File: config.mk
export PLATFORM = sky130hd
export DESIGN_NAME = fir_partial_accum
export DESIGN_NICKNAME = d
export VERILOG_FILES = /design/src/rtl/snd_pkg.sv /design/src/rtl/snd_round_sat.sv /design/src/rtl/fir_partial_accum.sv
export SDC_FILE = /design/constraint.sdc
export NUM_CORES = 1
export LEC_CHECK = 0
export ABC_AREA = 1
export ABC_CLOCK_PERIOD_IN_PS = 2890
export BUFFER_PORTS_ARGS = -buffer_cell sky130_fd_sc_hd__buf_2
export CAP_MARGIN = 5
export CORE_MARGIN = 10
export CORE_UTILIZATION = 45
export DETAILED_ROUTE_END_ITERATION = 12
export GPL_TIMING_DRIVEN = 0
export HOLD_SLACK_MARGIN = 0.08
export SLEW_MARGIN = 5
export SYNTH_ARGS = -nofsm -noshare
export SYNTH_HDL_FRONTEND = slang
export SYNTH_SLANG_ARGS = --single-unit
export TNS_END_PERCENT = 1
File: constraint.sdc
create_clock -name ACLK -period 2.89 [get_ports ACLK]
set_input_delay 0 -clock ACLK [delete_from_list [all_inputs] [get_ports ACLK]]
set_output_delay 0 -clock ACLK [all_outputs]
set_load 0.005 [all_outputs]
File: src/rtl/snd_pkg.sv
// Shared sound-path definitions: audio/partial widths, the default coefficient
// format, and a reusable round-half-up + saturate helper for output stages.
package snd_pkg;

    localparam int AUDIO_W   = 16;
    localparam int PARTIAL_W = 37;
    localparam int COEF_FRAC = 16;
    localparam int NBLK_DEF  = 8;

    // Result of a round/saturate step: the audio sample plus a clip flag.
    typedef struct packed {
        logic                         clipped;
        logic signed [AUDIO_W-1:0]    val;
    } sat_res_t;

    // Round-half-up (ties toward +inf), arithmetic shift by frac (>=1), and
    // clip to AUDIO_W signed. The sum is taken as a 64-bit signed value so that
    // any narrower accumulator can be sign-extended into it.
    function automatic sat_res_t sat_round(input logic signed [63:0] sum,
                                           input int unsigned        frac);
        logic signed [64:0] one_v;
        logic signed [64:0] max_v;
        logic signed [64:0] min_v;
        logic signed [64:0] biased;
        logic signed [64:0] shifted;
        sat_res_t           res;
        one_v   = {{64{1'b0}}, 1'b1};
        max_v   = (one_v <<< (AUDIO_W - 1)) - one_v;
        min_v   = ~max_v;
        biased  = {sum[63], sum} + (one_v <<< (frac - 1));
        shifted = biased >>> frac;
        if (shifted > max_v) begin
            res.val     = max_v[AUDIO_W-1:0];
            res.clipped = 1'b1;
        end else if (shifted < min_v) begin
            res.val     = min_v[AUDIO_W-1:0];
            res.clipped = 1'b1;
        end else begin
            res.val     = shifted[AUDIO_W-1:0];
            res.clipped = 1'b0;
        end
        return res;
    endfunction

endpackage

File: src/rtl/snd_round_sat.sv
// Combinational output conditioning: add half an output LSB, arithmetic-shift
// by FRAC, and saturate to OUT_W signed. Flags when the sample was clipped.
module snd_round_sat
    import snd_pkg::*;
#(
    parameter int ACC_W = 40,
    parameter int FRAC  = COEF_FRAC,
    parameter int OUT_W = AUDIO_W
) (
    input  logic signed [ACC_W-1:0] sum,
    output logic signed [OUT_W-1:0] sample,
    output logic                    clipped
);

    // One extra bit of headroom so the rounding bias can never wrap the sum.
    localparam logic signed [ACC_W:0] ONE   = {{ACC_W{1'b0}}, 1'b1};
    localparam logic signed [ACC_W:0] HALF  = ONE <<< (FRAC - 1);
    localparam logic signed [ACC_W:0] MAX_V = (ONE <<< (OUT_W - 1)) - ONE;
    localparam logic signed [ACC_W:0] MIN_V = ~MAX_V;

    logic signed [ACC_W:0] biased;
    logic signed [ACC_W:0] shifted;

    // Round half up, shift down to the output scale, then clamp to the rails.
    always_comb begin
        biased  = {sum[ACC_W-1], sum} + HALF;
        shifted = biased >>> FRAC;
        sample  = shifted[OUT_W-1:0];
        clipped = 1'b0;
        if (shifted > MAX_V) begin
            sample  = MAX_V[OUT_W-1:0];
            clipped = 1'b1;
        end else if (shifted < MIN_V) begin
            sample  = MIN_V[OUT_W-1:0];
            clipped = 1'b1;
        end
    end

endmodule

File: src/rtl/fir_partial_accum.sv
// Accumulates NBLK consecutive 8-tap MAC partials into one FIR output sample,
// then rounds, scales by the coefficient fraction and saturates to audio width.
//
// Handshake: pinval is a one-cycle qualifier for pin with no backpressure
// (there is no ready); every qualified partial is consumed on the edge it is
// presented. doutval is a one-cycle pulse qualifying dout/sat; the consumer
// must accept it on that cycle. clr wins over pinval in the same cycle.
module fir_partial_accum
    import snd_pkg::*;
#(
    parameter int NBLK      = NBLK_DEF,
    parameter int IN_W      = PARTIAL_W,
    parameter int ACC_W     = 40,
    parameter int COEF_FRAC = snd_pkg::COEF_FRAC,
    parameter int OUT_W     = AUDIO_W
) (
    input  logic                        ACLK,
    input  logic                        ARST,
    input  logic                        clr,
    input  logic signed [IN_W-1:0]      pin,
    input  logic                        pinval,
    output logic [$clog2(NBLK)-1:0]     blk_idx,
    output logic signed [OUT_W-1:0]     dout,
    output logic                        doutval,
    output logic                        sat,
    output logic                        sat_stk
);

    localparam int CNT_W = $clog2(NBLK);
    localparam logic [CNT_W-1:0] LAST_IDX = CNT_W'(NBLK - 1);

    logic [CNT_W-1:0]        cnt;
    logic signed [ACC_W-1:0] acc;
    logic signed [ACC_W-1:0] sum_reg;
    logic                    fin;

    logic signed [ACC_W-1:0] pin_ext;
    logic signed [ACC_W-1:0] acc_next;
    logic                    last_blk;
    logic signed [OUT_W-1:0] rs_sample;
    logic                    rs_clipped;

    // Partial 0 restarts the sum; later partials add onto it. Because NBLK>=2
    // the final partial never coincides with cnt==0, so acc_next is the full sum.
    always_comb begin
        pin_ext  = {{(ACC_W - IN_W){pin[IN_W-1]}}, pin};
        acc_next = (cnt == '0) ? pin_ext : acc + pin_ext;
        last_blk = (cnt == LAST_IDX);
    end

    // The counter is the block position; it is exported directly to the feeder.
    assign blk_idx = cnt;

    // Stage A: accumulate qualified partials and hand the finished sum to stage B.
    always_ff @(posedge ACLK or posedge ARST) begin
        if (ARST) begin
            cnt     <= '0;
            acc     <= '0;
            sum_reg <= '0;
            fin     <= 1'b0;
        end else if (clr) begin
            cnt <= '0;
            fin <= 1'b0;
        end else if (pinval) begin
            acc <= acc_next;
            cnt <= last_blk ? '0 : cnt + CNT_W'(1);
            fin <= last_blk;
            if (last_blk) begin
                sum_reg <= acc_next;
            end
        end else begin
            fin <= 1'b0;
        end
    end

    snd_round_sat #(
        .ACC_W (ACC_W),
        .FRAC  (COEF_FRAC),
        .OUT_W (OUT_W)
    ) u_round_sat (
        .sum     (sum_reg),
        .sample  (rs_sample),
        .clipped (rs_clipped)
    );

    // Stage B: register the conditioned sample; clr drops a sample still pending in fin.
    always_ff @(posedge ACLK or posedge ARST) begin
        if (ARST) begin
            dout    <= '0;
            doutval <= 1'b0;
            sat     <= 1'b0;
            sat_stk <= 1'b0;
        end else if (clr) begin
            doutval <= 1'b0;
            sat     <= 1'b0;
            sat_stk <= 1'b0;
        end else if (fin) begin
            dout    <= rs_sample;
            doutval <= 1'b1;
            sat     <= rs_clipped;
            sat_stk <= sat_stk | rs_clipped;
        end else begin
            doutval <= 1'b0;
            sat     <= 1'b0;
        end
    end

endmodule
-- After elaboration in Yosys (flattened, before gate mapping)
Cells that the tools add are included.
- register bits: 103
- bits of input ports: 41
- word-level logic and storage cells: 38
- add/subtract/negate cells: 3
- $lt $le $gt $ge: 2
- equal/unequal tests: 1
- mux-type cells: 16
- bitwise gates (word level): 2
- reductions and logical operators: 6
- operators by type and width (operator ; count):
    $add 40x17->41 const B ; 1
    $add 40x37->40 ; 1
    $mux 40 ; 1
    $mux 16 ; 2
    $gt 25x16->1 const B ; 1
    $lt 25x16->1 const B ; 1
    $mux 1 ; 10
    $mux 3 ; 3
    $reduce_and 2->1 ; 2
    $reduce_bool 2->1 ; 2
    $add 3x1->3 const B ; 1
    $eq 3x3->1 const B ; 1
    $logic_not 3->1 ; 1
    $reduce_and 3->1 ; 1
    $not 1->1 ; 1
    $or 1x1->1 ; 1

-- Longest topological paths before layout
- word-level depth: 7
- gate-level depth with buffers: 17

-- By module
Synthesis repeated with hierarchy kept, for this count alone.
- cells, all modules: 1301
- area total of the unflattened synthesis: 8175.3 um2
- modules (own cells, without submodules) (module ; instances ; cells an instance ; area an instance (um2)):
    fir_partial_accum ; 1 ; 1104 ; 7245.7
    snd_round_sat ; 1 ; 197 ; 929.6

-- Least setup slack after synthesis
No wires, ideal clock.
- path kind: reg2reg
- from: register acc[0]
- to: register acc[32]
- data arrival time: 2.015 ns
- slack: 0.757 ns
- cell stages (with the launch flop): 12
- buffers on the path: 0
- clock period less this slack: 2.133 ns
- cells stage by stage: dfrtp_1 > ha_1 > inv_1 > fa_1 > o21ai_2 > a21oi_1 > o21ai_0 > nand3_1 > nand3_1 > nand3_1 > nand3_1 > nand2_1
- word-level cells in the longest chain between the ends: 2
- ends and longest elaborated chain (item ; line ; text):
    from (decl) ; fir_partial_accum.sv:33 ; logic signed [ACC_W-1:0] acc;
    from (signal assigned) ; fir_partial_accum.sv:65 ; acc <= acc_next;
    $add 40x37->40 ; fir_partial_accum.sv:47 ; acc_next = (cnt == '0) ? pin_ext : acc + pin_ext;
    $mux 40 ; fir_partial_accum.sv:47 ;
No other way between the ends.
A chain may end at the register's enable or synchronous reset.

-- Worst setup path in the final report
- from: register acc[0]
- to: register sum_reg[32]
- word-level cells in the longest chain between the ends: 2
- ends and longest elaborated chain (item ; line ; text):
    $add 40x37->40 ; fir_partial_accum.sv:47 ;
    $mux 40 ; fir_partial_accum.sv:47 ;
    to (signal assigned) ; fir_partial_accum.sv:69 ; sum_reg <= acc_next;
    to (decl) ; fir_partial_accum.sv:34 ; logic signed [ACC_W-1:0] sum_reg;
No other way between the ends.

==> out/results.txt <==
outcome: finished clean
CP Launch Type: flip-flop
clk_lat worst skew: 0.35 ns
total routed wirelength: 23.6 mm
Die Area: 22100 um^2
gr ovfl total: 0
#FFs+latches synth: 88
# port buffers: 62
clk buf depth: 2
DR vias: 7515
CTS Buf Count: 9
worst path bufs/invs: 1
largest net degree at the start of global routing: 67
Area after DPL: 8080 um^2
Max Clk Rate: 0.361 GHz
async set-or-reset flop fraction in the synthesized netlist: 1.00
CP cell instances: ha_1 -> inv_1 -> fa_1 -> o21ai_4 -> a21oi_1 -> o21ai_1 -> nand3_1 -> nand3_1 -> nand3_1 -> nand3_1 -> nand2_1
Unique masters post-synth: 36
DR vias/cell: 4.93
actual slew at the worst max-slew pin: 0.757 ns
Max stage delay on crit path: 0.47 ns
GPL Wtd Cong: 0.987
synth warn: 0
area grow syn2layout: 17.4%
Hold WC Path Type: input port to asynchronous set/reset pin
Die X-Extent: 149 um
Cell Rows: 47
PwrDens: 541 nW/um^2
DP HPWL: 19.0 mm
number of flip-flops in the largest register: 40
Core Area: 16400 um^2
synthesized instance count: 1187
slowest CP cell: fa_1
Hold Slack: 0.158 ns
wire per inst: 15.5 um
CP top delay family: compound AO/OA/AOI/OAI gates
Slew Limit Headroom: 0.496
Worst Skew: 0.0111 ns
Setup-failing EPs final: 0
Clock transition at path regs: 0.07 ns
DIE HEIGHT: 149 um
area leader, netlist: dfrtp_1
Seq/Total Area, Yosys: 0.295
design area: 8760 um^2
Nets: 1385
Crit. End Element: flip-flop
TritonCTS clock tree: built
layout cells sized above 1: 0.100
Max-Cap Viols: 0
GRT Overall Usage: 0.218
vias in the first global route: 7477
P_sw: 0.00200 W
combinational cell fraction of total power: 0.446
Tcrit/Tclk final: 0.960
DR iter-0 viols: 426
Pint: 0.00273 W
crit path kind: flip-flop to flip-flop
crit path time final: 2.77 ns
DRC: 0
sequential share of power: 0.312
post-synthesis cell area: 7460 um^2
# clock sinks: 88
Slew Viols, Final: 0
initial antenna violation count: 0
Setup Buffers After CTS: 0
Yosys top cell area share: 0.295
setup tns final: 0 ns
top-count cell post-synth: nand2_1
Root Driver: clkbuf_16
Crit path required time: 3.12 ns
Starting Density: 0.455
LEAKAGE: 4.63 nW
Ports: 63
worst-path maximum fanout: 5
critical path arrival: 3.00 ns
antenna violation net count after detailed routing: 0
CTS H-tree lvls: 3
number of enable flip-flop cells after synthesis: 0
Post-synth top flop: dfrtp_1
Most common cell on crit path: nand3_1
ANT cells: 0
first-pass GRT wire length: 38.7 mm
Switching Share: 0.423
Fin. Hold Viols: 0
drt pass-1 iters: 7
Syn Nets: 1272
Post-synth top cells: 491 x nand2_1, 116 x inv_1, 107 x nor2_1, 89 x nand3_1, 88 x dfrtp_1
synth top area cells: dfrtp_1 30%, nand2_1 25%, ha_1 7.2%
VDD IR max: 0.309 mV
Clock Power Share: 0.242
syn avg cell area: 6.28 um^2
-- power groups by stage --
stage	clock, W	sequential [W]	combinational (W)
after floorplan	0	0.00147	0.00150
after global placement	0	0.00150	0.00203
after detailed placement	0	0.00149	0.00204
after CTS	0.00117	0.00148	0.00209
after global routing	0.00121	0.00149	0.00240
final	0.00115	0.00148	0.00211
-- worst min-delay path: cells and delay by family --
kind,cells,cell delay [ns]
buffers and inverters,3,0.91
-- logic make-up (layout without fill, tap and decap cells) --
logic type | Yosys count | count (layout) | synth area share
AND/OR/NAND/NOR | 760 | 760 | 0.430
buffers and inverters | 143 | 261 | 0.0761
AO/OA/AOI/OAI | 121 | 121 | 0.0876
flip-flops | 88 | 88 | 0.295
adder cells (fa/ha/maj) | 44 | 44 | 0.0748
XOR/XNOR | 31 | 31 | 0.0364
-- cell usage in the layout (no fill, tap or decap), types with 4 or more instances in the layout --
cell type / instances
nor2_1: 107
xnor2_1: 16
xor2_1: 15
nand2_2: 13
nor2_4: 6
o21ai_0: 50
a21oi_1: 47
nand3_1: 89
inv_1: 115
ha_1: 43
dfrtp_1: 88
buf_2: 62
a31oi_1: 6
nand2_1: 491
nand2_4: 4
o21bai_1: 5
clkbuf_16: 9
or2_2: 16
clkbuf_1: 20
o211ai_1: 6
nor3_1: 5
nand3b_1: 5
nor2_2: 5
nand4_1: 14
dlygate4sd3_1: 39
-- layer usage --
metal  track usage  wire length [um]  up-vias
met2         0.376             11300      145
met5             0                 0        -
met4        0.0569               397        0
met1         0.280             11000     3346
li1              -                 -     3998
met3        0.0294               948       26
-- cell type report --
cell class / count / area, um^2
plain buffers: 25 / 125
clock buffers: 10 / 239
clock inverters: 6 / 43.8
fillers: 1730 / 7650
inverters: 118 / 445
multi-input cells: 956 / 4700
flip-flops and latches: 88 / 2200
well taps: 220 / 275
repair buffers: 102 / 728
-- metrics by stage --
stage,total power (W),setup slack [ns],utilization,cells
6_report,0.00473,0.116,0.534,1525
5_1_grt,0.00510,-0.00164,0.534,1525
4_1_cts,0.00473,0.0927,0.533,1525
3_5_place_dp,0.00353,-0.125,0.492,1470
3_3_place_gp,0.00352,-0.526,0.490,1469
2_1_floorplan,0.00297,0.611,-,1187
-- final timing paths --
check	startpoint	end	slack (ns)	depth (start not counted)
setup / recovery	acc[0]$_DFFE_PP0P_	sum_reg[32]$_DFFE_PP0P_	0.12	11
hold / removal	ARST	blk_idx[1]$_DFFE_PP0P_	0.16	3
setup reg to reg	acc[0]$_DFFE_PP0P_	sum_reg[32]$_DFFE_PP0P_	0.12	11
hold reg to reg	dout[1]$_DFFE_PP0P_	dout[1]$_DFFE_PP0P_	0.47	2
max in group asynchronous	ARST	sum_reg[28]$_DFFE_PP0P_	2.09	4
min in group ACLK	pin[36]	acc[37]$_DFFE_PP0P_	0.25	5
-- timing repair --
action	in CTS	in global routing
setup endpoints to repair	4	6
hold buffers	39	0
gates resized for setup	1	1
endpoints found under the hold margin	147	0
Note: power is estimated with default switching activity, not from simulation.
